**config.mk**
```make
export PLATFORM = sky130hd
export DESIGN_NAME = wb_host_bridge
export DESIGN_NICKNAME = d
export VERILOG_FILES = /design/src/rtl/wb_pkg.sv /design/src/rtl/wb_timeout_ctr.sv /design/src/rtl/wb_host_bridge.sv
export SDC_FILE = /design/constraint.sdc
export NUM_CORES = 1
export LEC_CHECK = 0
export CAP_MARGIN = 20
export CORE_ASPECT_RATIO = 0.75
export CORE_MARGIN = 10
export CORE_UTILIZATION = 39
export DETAILED_ROUTE_END_ITERATION = 10
export PLACE_DENSITY_LB_ADDON = 0.12
export SLEW_MARGIN = 20
export SYNTH_ARGS = -nofsm -noshare
export SYNTH_HDL_FRONTEND = slang
export SYNTH_HIERARCHICAL = 1
export SYNTH_SLANG_ARGS = --single-unit
export TNS_END_PERCENT = 30
```
**constraint.sdc**
```tcl
create_clock -name wb_clk_i -period 2 [get_ports wb_clk_i]
set_clock_uncertainty 0.1 [all_clocks]
set_input_delay 0.3 -clock wb_clk_i [delete_from_list [all_inputs] [get_ports wb_clk_i]]
set_output_delay 0.3 -clock wb_clk_i [all_outputs]
set_load 0.02 [all_outputs]
```
**src/rtl/wb_pkg.sv**
```systemverilog
// wb_pkg: shared FSM states, default base address and byte-lane helpers for wb_host_bridge
package wb_pkg;
  typedef enum logic {IDLE, BUS} state_t;
  localparam logic [31:0] WB_BASE_ADDR = 32'h3000_0000;
  function automatic logic [3:0] lane_sel(input logic [1:0] a);
    return 4'b0001 << a;
  endfunction
  function automatic logic [7:0] lane_get(input logic [31:0] d, input logic [1:0] a);
    return d[{a, 3'b000} +: 8];
  endfunction
endpackage

```
**src/rtl/wb_timeout_ctr.sv**
```systemverilog
// wb_timeout_ctr: cycle counter (clk, rst, clr, en) flagging expired on the last allowed wait cycle; TIMEOUT=0 disables
module wb_timeout_ctr #(
  parameter int TIMEOUT = 255
) (
  input  logic clk,
  input  logic rst,
  input  logic clr,
  input  logic en,
  output logic expired
);
  localparam int CW = TIMEOUT > 0 ? $clog2(TIMEOUT + 1) : 1;
  localparam logic [CW-1:0] LAST = CW'(TIMEOUT > 0 ? TIMEOUT - 1 : 0);
  logic [CW-1:0] cnt;
  always_ff @(posedge clk or posedge rst)
    if (rst) cnt <= '0;
    else if (clr) cnt <= '0;
    else if (en) cnt <= cnt + 1'b1;
  assign expired = TIMEOUT != 0 && cnt == LAST;
endmodule

```
**src/rtl/wb_host_bridge.sv**
```systemverilog
// wb_host_bridge: 8-bit valid/ready host requests -> single 32-bit Wishbone B4 classic cycles (req_*, rsp_*, wbm_*), with timeout abort
module wb_host_bridge
  import wb_pkg::*;
#(
  parameter logic [31:0] BASE_ADDR = WB_BASE_ADDR,
  parameter int          ADDR_W    = 16,
  parameter int          TIMEOUT   = 255
) (
  input  logic              wb_clk_i,
  input  logic              wb_rst_i,
  input  logic              req_valid,
  output logic              req_ready,
  input  logic              req_we,
  input  logic [ADDR_W-1:0] req_addr,
  input  logic [7:0]        req_wdata,
  output logic              rsp_valid,
  output logic [7:0]        rsp_rdata,
  output logic              rsp_err,
  output logic              wbm_cyc_o,
  output logic              wbm_stb_o,
  output logic              wbm_we_o,
  output logic [31:0]       wbm_adr_o,
  output logic [31:0]       wbm_dat_o,
  output logic [3:0]        wbm_sel_o,
  input  logic [31:0]       wbm_dat_i,
  input  logic              wbm_ack_i,
  input  logic              wbm_err_i
);
  state_t      state, state_d;
  logic        cyc_d, we_d, ready_d, rsp_valid_d, rsp_err_d, expired;
  logic [31:0] adr_d, dat_d;
  logic [3:0]  sel_d;
  logic [7:0]  rdata_d;
  logic [1:0]  lane, lane_d;
  logic        accept, done, fail;
  // req_ready is low for one edge after reset release, so gating accept on it
  // keeps that first edge from starting a cycle.
  assign accept = state == IDLE && req_valid && req_ready;
  assign fail   = wbm_err_i || (!wbm_ack_i && expired);
  assign done   = state == BUS && (wbm_ack_i || fail);
  wb_timeout_ctr #(.TIMEOUT(TIMEOUT)) u_tmo (
    .clk(wb_clk_i), .rst(wb_rst_i), .clr(accept),
    .en(state == BUS && !wbm_ack_i && !wbm_err_i), .expired(expired)
  );
  always_comb begin
    state_d     = state;
    cyc_d       = wbm_cyc_o;
    we_d        = wbm_we_o;
    adr_d       = wbm_adr_o;
    dat_d       = wbm_dat_o;
    sel_d       = wbm_sel_o;
    lane_d      = lane;
    rsp_valid_d = 1'b0;
    rsp_err_d   = rsp_err;
    rdata_d     = rsp_rdata;
    if (accept) begin
      state_d = BUS;
      cyc_d   = 1'b1;
      we_d    = req_we;
      adr_d   = BASE_ADDR | 32'({req_addr[ADDR_W-1:2], 2'b00});
      dat_d   = {4{req_wdata}};
      sel_d   = lane_sel(req_addr[1:0]);
      lane_d  = req_addr[1:0];
    end else if (done) begin
      state_d     = IDLE;
      cyc_d       = 1'b0;
      we_d        = 1'b0;
      sel_d       = 4'b0000;
      rsp_valid_d = 1'b1;
      rsp_err_d   = fail;
      rdata_d     = fail ? 8'hFF : wbm_we_o ? 8'h00 : lane_get(wbm_dat_i, lane);
    end
    ready_d = state_d == IDLE;
  end
  always_ff @(posedge wb_clk_i or posedge wb_rst_i)
    if (wb_rst_i) begin
      state     <= IDLE;
      req_ready <= 1'b0;
      wbm_cyc_o <= 1'b0;
      wbm_stb_o <= 1'b0;
      wbm_we_o  <= 1'b0;
      wbm_adr_o <= '0;
      wbm_dat_o <= '0;
      wbm_sel_o <= '0;
      lane      <= '0;
      rsp_valid <= 1'b0;
      rsp_err   <= 1'b0;
      rsp_rdata <= '0;
    end else begin
      state     <= state_d;
      req_ready <= ready_d;
      wbm_cyc_o <= cyc_d;
      wbm_stb_o <= cyc_d;
      wbm_we_o  <= we_d;
      wbm_adr_o <= adr_d;
      wbm_dat_o <= dat_d;
      wbm_sel_o <= sel_d;
      lane      <= lane_d;
      rsp_valid <= rsp_valid_d;
      rsp_err   <= rsp_err_d;
      rsp_rdata <= rdata_d;
    end
endmodule

```
==> results.md <==
- The path depth of the worst reg2reg path is 7.
- The average vias per placed instance is around 4.6.
- The met2 layer usage reported by global route is 0.217.
- Clock latency on the worst-skew pair, taken at its later pin, is 0.30 ns.
- The x dimension of the die is roughly 120 um.
- In this run the tool buffered the top-level ports with ~130 buffer cells.
- In this run the worst path has a maximum fanout of 9.
- For this run, design rule violations remaining after detail routing come to 0.
- In the final design database the tool counted approximately 440 nets.
- The post-CTS setup repair buffer count is 0.
- The count of different cell masters after synthesis is 32.
- The maximum clock insertion buffer count is 2.
- Dividing total power by cell area gives a power density of 1220 mW/mm2.
- In the synthesized netlist the dominant register cell turns out to be sky130_fd_sc_hd__dfrtp_1.
- The path type of the worst setup path is register to register.
- Once the clock tree was built, the resizer swapped 0 gates to a different size.
- The flow ran to the end, and the final reports show no timing, DRC or antenna violations.
- between 100 and 150 I/O pins were placed.
- The die is just over 90 um tall.
- The startpoint of the lowest-slack register-to-register path is u_tmo/cnt[0].
- The count of H-tree levels built during CTS is 2.
- The sum of internal, switching and leakage power is between 4 and 5 mW.
- The total half-perimeter wirelength after legalization and detailed placement is 6130 um.
- The first global-routing pass estimated about 12000 um of wire.
- The total via count after detailed routing is around 2100.
- Dividing the final minimum period by the clock period gives 0.888.
- The first detailed-routing pass took 4 iterations.
- The floorplan step defined a die boundary enclosing between 0.01 and 0.015 mm2.
- The number of antenna violations at the first check in global routing is 0.
- For met1 alone, demand over resource in global routing was 0.170.
- The worst min-delay path category is primary input to async pin.
- The launching element type of the critical path is a register.
- CTS placed an instance of sky130_fd_sc_hd__clkbuf_8 at the clock tree root.
- Setup repair after global routing left no endpoint under its margin.
- After global routing, the most crowded layer is met2.
- The met3 track utilization from global routing is 0.0684.
- By area the synthesized netlist is led by sky130_fd_sc_hd__dfrtp_1 (48%), sky130_fd_sc_hd__nand2_1 (12%), sky130_fd_sc_hd__buf_4 (12%).
- The endpoint required time on the critical path is between 2 and 2.5 ns.
- In this run the remaining antenna-violating nets after routing total 0.
- The number of hold buffers added after CTS is 0.
- Once placement completed, the tool counted placed cells totaling 454.
- The final period demand of the worst path is between 1.5 and 2 ns.
- Clock-pin slew was measured on the worst setup and hold paths at approximately 0.090 ns.
- The post-layout instance count excluding filler cells is 462.
- The antenna diode count is 0.
- The maximum number of pins on one net before global-route repair is 31.
- Among all cell types in the netlist, the one instantiated most often is sky130_fd_sc_hd__nand2_1.
- The TritonCTS clock tree is yes.
- In the global route stage, overall resource usage came out at 0.138.
- The cell type with the largest total area after synthesis is sky130_fd_sc_hd__dfrtp_1.
- The endpoint type of the worst setup path is a register.
- Setup violations remaining at the end of the flow were counted as 0.
- The total count of hold-check failures in the final report is 0.
- In the synthesized netlist, the cells that appear most often are sky130_fd_sc_hd__nand2_1 (87), sky130_fd_sc_hd__dfrtp_1 (51), sky130_fd_sc_hd__buf_4 (43), sky130_fd_sc_hd__inv_1 (14).
- Of all flip-flops after synthesis, the portion carrying an async set or reset was 1.00.
- The arrival time of the worst setup path is approximately 1.8 ns.
- The clock net in this run drives a total of 51 sinks.
- For this configuration, the core starts out at a cell density of 0.411.
- The row count is 25.
- The number of buffers created by CTS is 5.
- Global routing finished with a remaining overflow of 0.
- The number of warnings printed during yosys synthesis is 6.
- Across all register-to-register paths, the minimum setup slack is 0.22 ns.
- The share of the Yosys chip area taken by registers is 0.482.
- The number of flops mapped to enable cells by yosys is 0.
- The tool flagged a number of max-cap violations equal to 0.
- The count of state elements after synthesis is 51.
- The routability congestion estimate is roughly 0.8.
- The final total negative setup slack is 0 ns.
- The static power due to leakage is approximately 1.8 nW.
- The growth of design area from synthesis to finish is 49.0%.
- The worst register-to-register path ends at rsp_rdata[1].
- The transition time at the pin with the least slew margin is a little over 0.5 ns.
- The per-instance average area after synthesis is about 10 um2.
- For this run, the top clock speed supported by timing is about 560 MHz.
- The via count of the first global-routing pass is 2188.
- In the final layout, the share of cells above drive strength 1 is 0.0735.
- The final count of pins violating max slew is 0.
- Headroom to the max-slew limit came out at 0.656.
- In the final routed layout, each cell accounts on average for 16.5 um.
- Wires add up to around 7600 um.
- The detailed router's first-iteration violation count is between 70 and 80.
- In the synthesized netlist, the number of instances is roughly 270.
- The share of Yosys cell area claimed by the top area cell type is 0.482.
- The worst supply voltage drop on vdd is just over 0.5 mV.
- The post-synth design cell area is approximately 0.0027 mm2.
- The core outline area is 0.00644 mm2.
[final cells by class]
class | count | area, um2
Clock inverter | 2 | 60.1
Tap cell | 81 | 101
Timing Repair Buffer | 139 | 1390
Clock buffer | 6 | 72.6
Multi-Input combinational cell | 168 | 996
Sequential cell | 51 | 1280
Inverter | 15 | 56.3
Fill cell | 571 | 2490
[report_power, final]
group | internal [mW] | switching [mW]
registers | 1.34 | 0.269
logic | 1.18 | 1.21
clock network | 0.500 | 0.333
[flip-flops by register name (all words and copies together), names as in the netlist]
register and flops:
state 1, wbm_stb_o 1, rsp_err 1, rsp_valid 1
rsp_rdata 8, wbm_we_o 1, lane 2, u_tmo/cnt 8
wbm_adr_o 15, wbm_sel_o 4, req_ready 1, wbm_dat_o 8
[placed cells by master (no fill, tap or decap), drive strengths merged]
| master | n |
|---|---|
| a211oi | 1 |
| a21oi | 3 |
| buf | 12 |
| bufinv | 2 |
| clkbuf | 6 |
| clkdlybuf4s50 | 127 |
| conb | 16 |
| dfrtp | 51 |
| ha | 2 |
| inv | 15 |
| mux4 | 8 |
| nand2 | 87 |
| nand2b | 3 |
| nand3 | 9 |
| nand3b | 1 |
| nand4 | 3 |
| nor2 | 9 |
| nor2b | 1 |
| o21a | 1 |
| o21ai | 6 |
| o311ai | 8 |
| o31ai | 3 |
| or3 | 2 |
| or4 | 1 |
| xnor2 | 1 |
| xor2 | 3 |
[metrics by stage]
stage	hold slack, ns	worst slack [ns]	instance area, um2	utilization
after global placement	0.357	0.146	3820	0.592
after global routing	0.213	0.104	3950	0.613
after CTS	0.197	0.206	3950	0.613
final	0.206	0.224	3950	0.613
after detailed placement	0.364	0.0940	3820	0.592
after floorplan	0.0157	0.334	2710	-
[worst max-delay path, stage by stage, from the launching register on]
cell                       delay, ns
sky130_fd_sc_hd__dfrtp_1        0.44
sky130_fd_sc_hd__inv_1          0.07
sky130_fd_sc_hd__ha_1           0.19
sky130_fd_sc_hd__nand3_1        0.07
sky130_fd_sc_hd__nor2_1         0.08
sky130_fd_sc_hd__nor2b_1        0.15
sky130_fd_sc_hd__o21ai_2        0.35
sky130_fd_sc_hd__o311ai_2       0.18
[logic make-up (layout without fill, tap and decap cells)]
kind of cell | Yosys count | after routing | share of synthesized area
compound gates | 22 | 22 | 0.0670
xor+xnor | 4 | 4 | 0.0132
fa+ha+maj | 2 | 2 | 0.00944
buf+inv | 68 | 162 | 0.164
flops | 51 | 51 | 0.482
mux | 8 | 8 | 0.0765
other cells | 1 | 16 | 0.00142
simple gates | 116 | 116 | 0.187
[metal layers]
| metal | routed length, um | vias to the layer above | part of all wire |
|---|---|---|---|
| li1 | - | 1050 | - |
| met1 | 3240 | 972 | 0.42 |
| met2 | 3430 | 96 | 0.45 |
| met3 | 962 | 2 | 0.13 |
| met4 | 8 | 0 | 0.0010 |
| met5 | 0 | - | 0 |
[worst max-delay path by stage]
stage | start | endpoint | slack (ns) | cells past startpoint
after floorplan | u_tmo/cnt[0] | rsp_rdata[1] | 0.33 | 8
after global placement | wbm_ack_i | u_tmo/cnt[7] | 0.15 | 7
after detailed placement | wbm_ack_i | u_tmo/cnt[7] | 0.09 | 7
after CTS | wbm_dat_o[26] | wbm_dat_o[26] | 0.21 | 1
after global routing | u_tmo/cnt[0] | rsp_rdata[1] | 0.10 | 7
final | u_tmo/cnt[0] | rsp_rdata[1] | 0.22 | 7
Power figures use the tool's default switching activity.
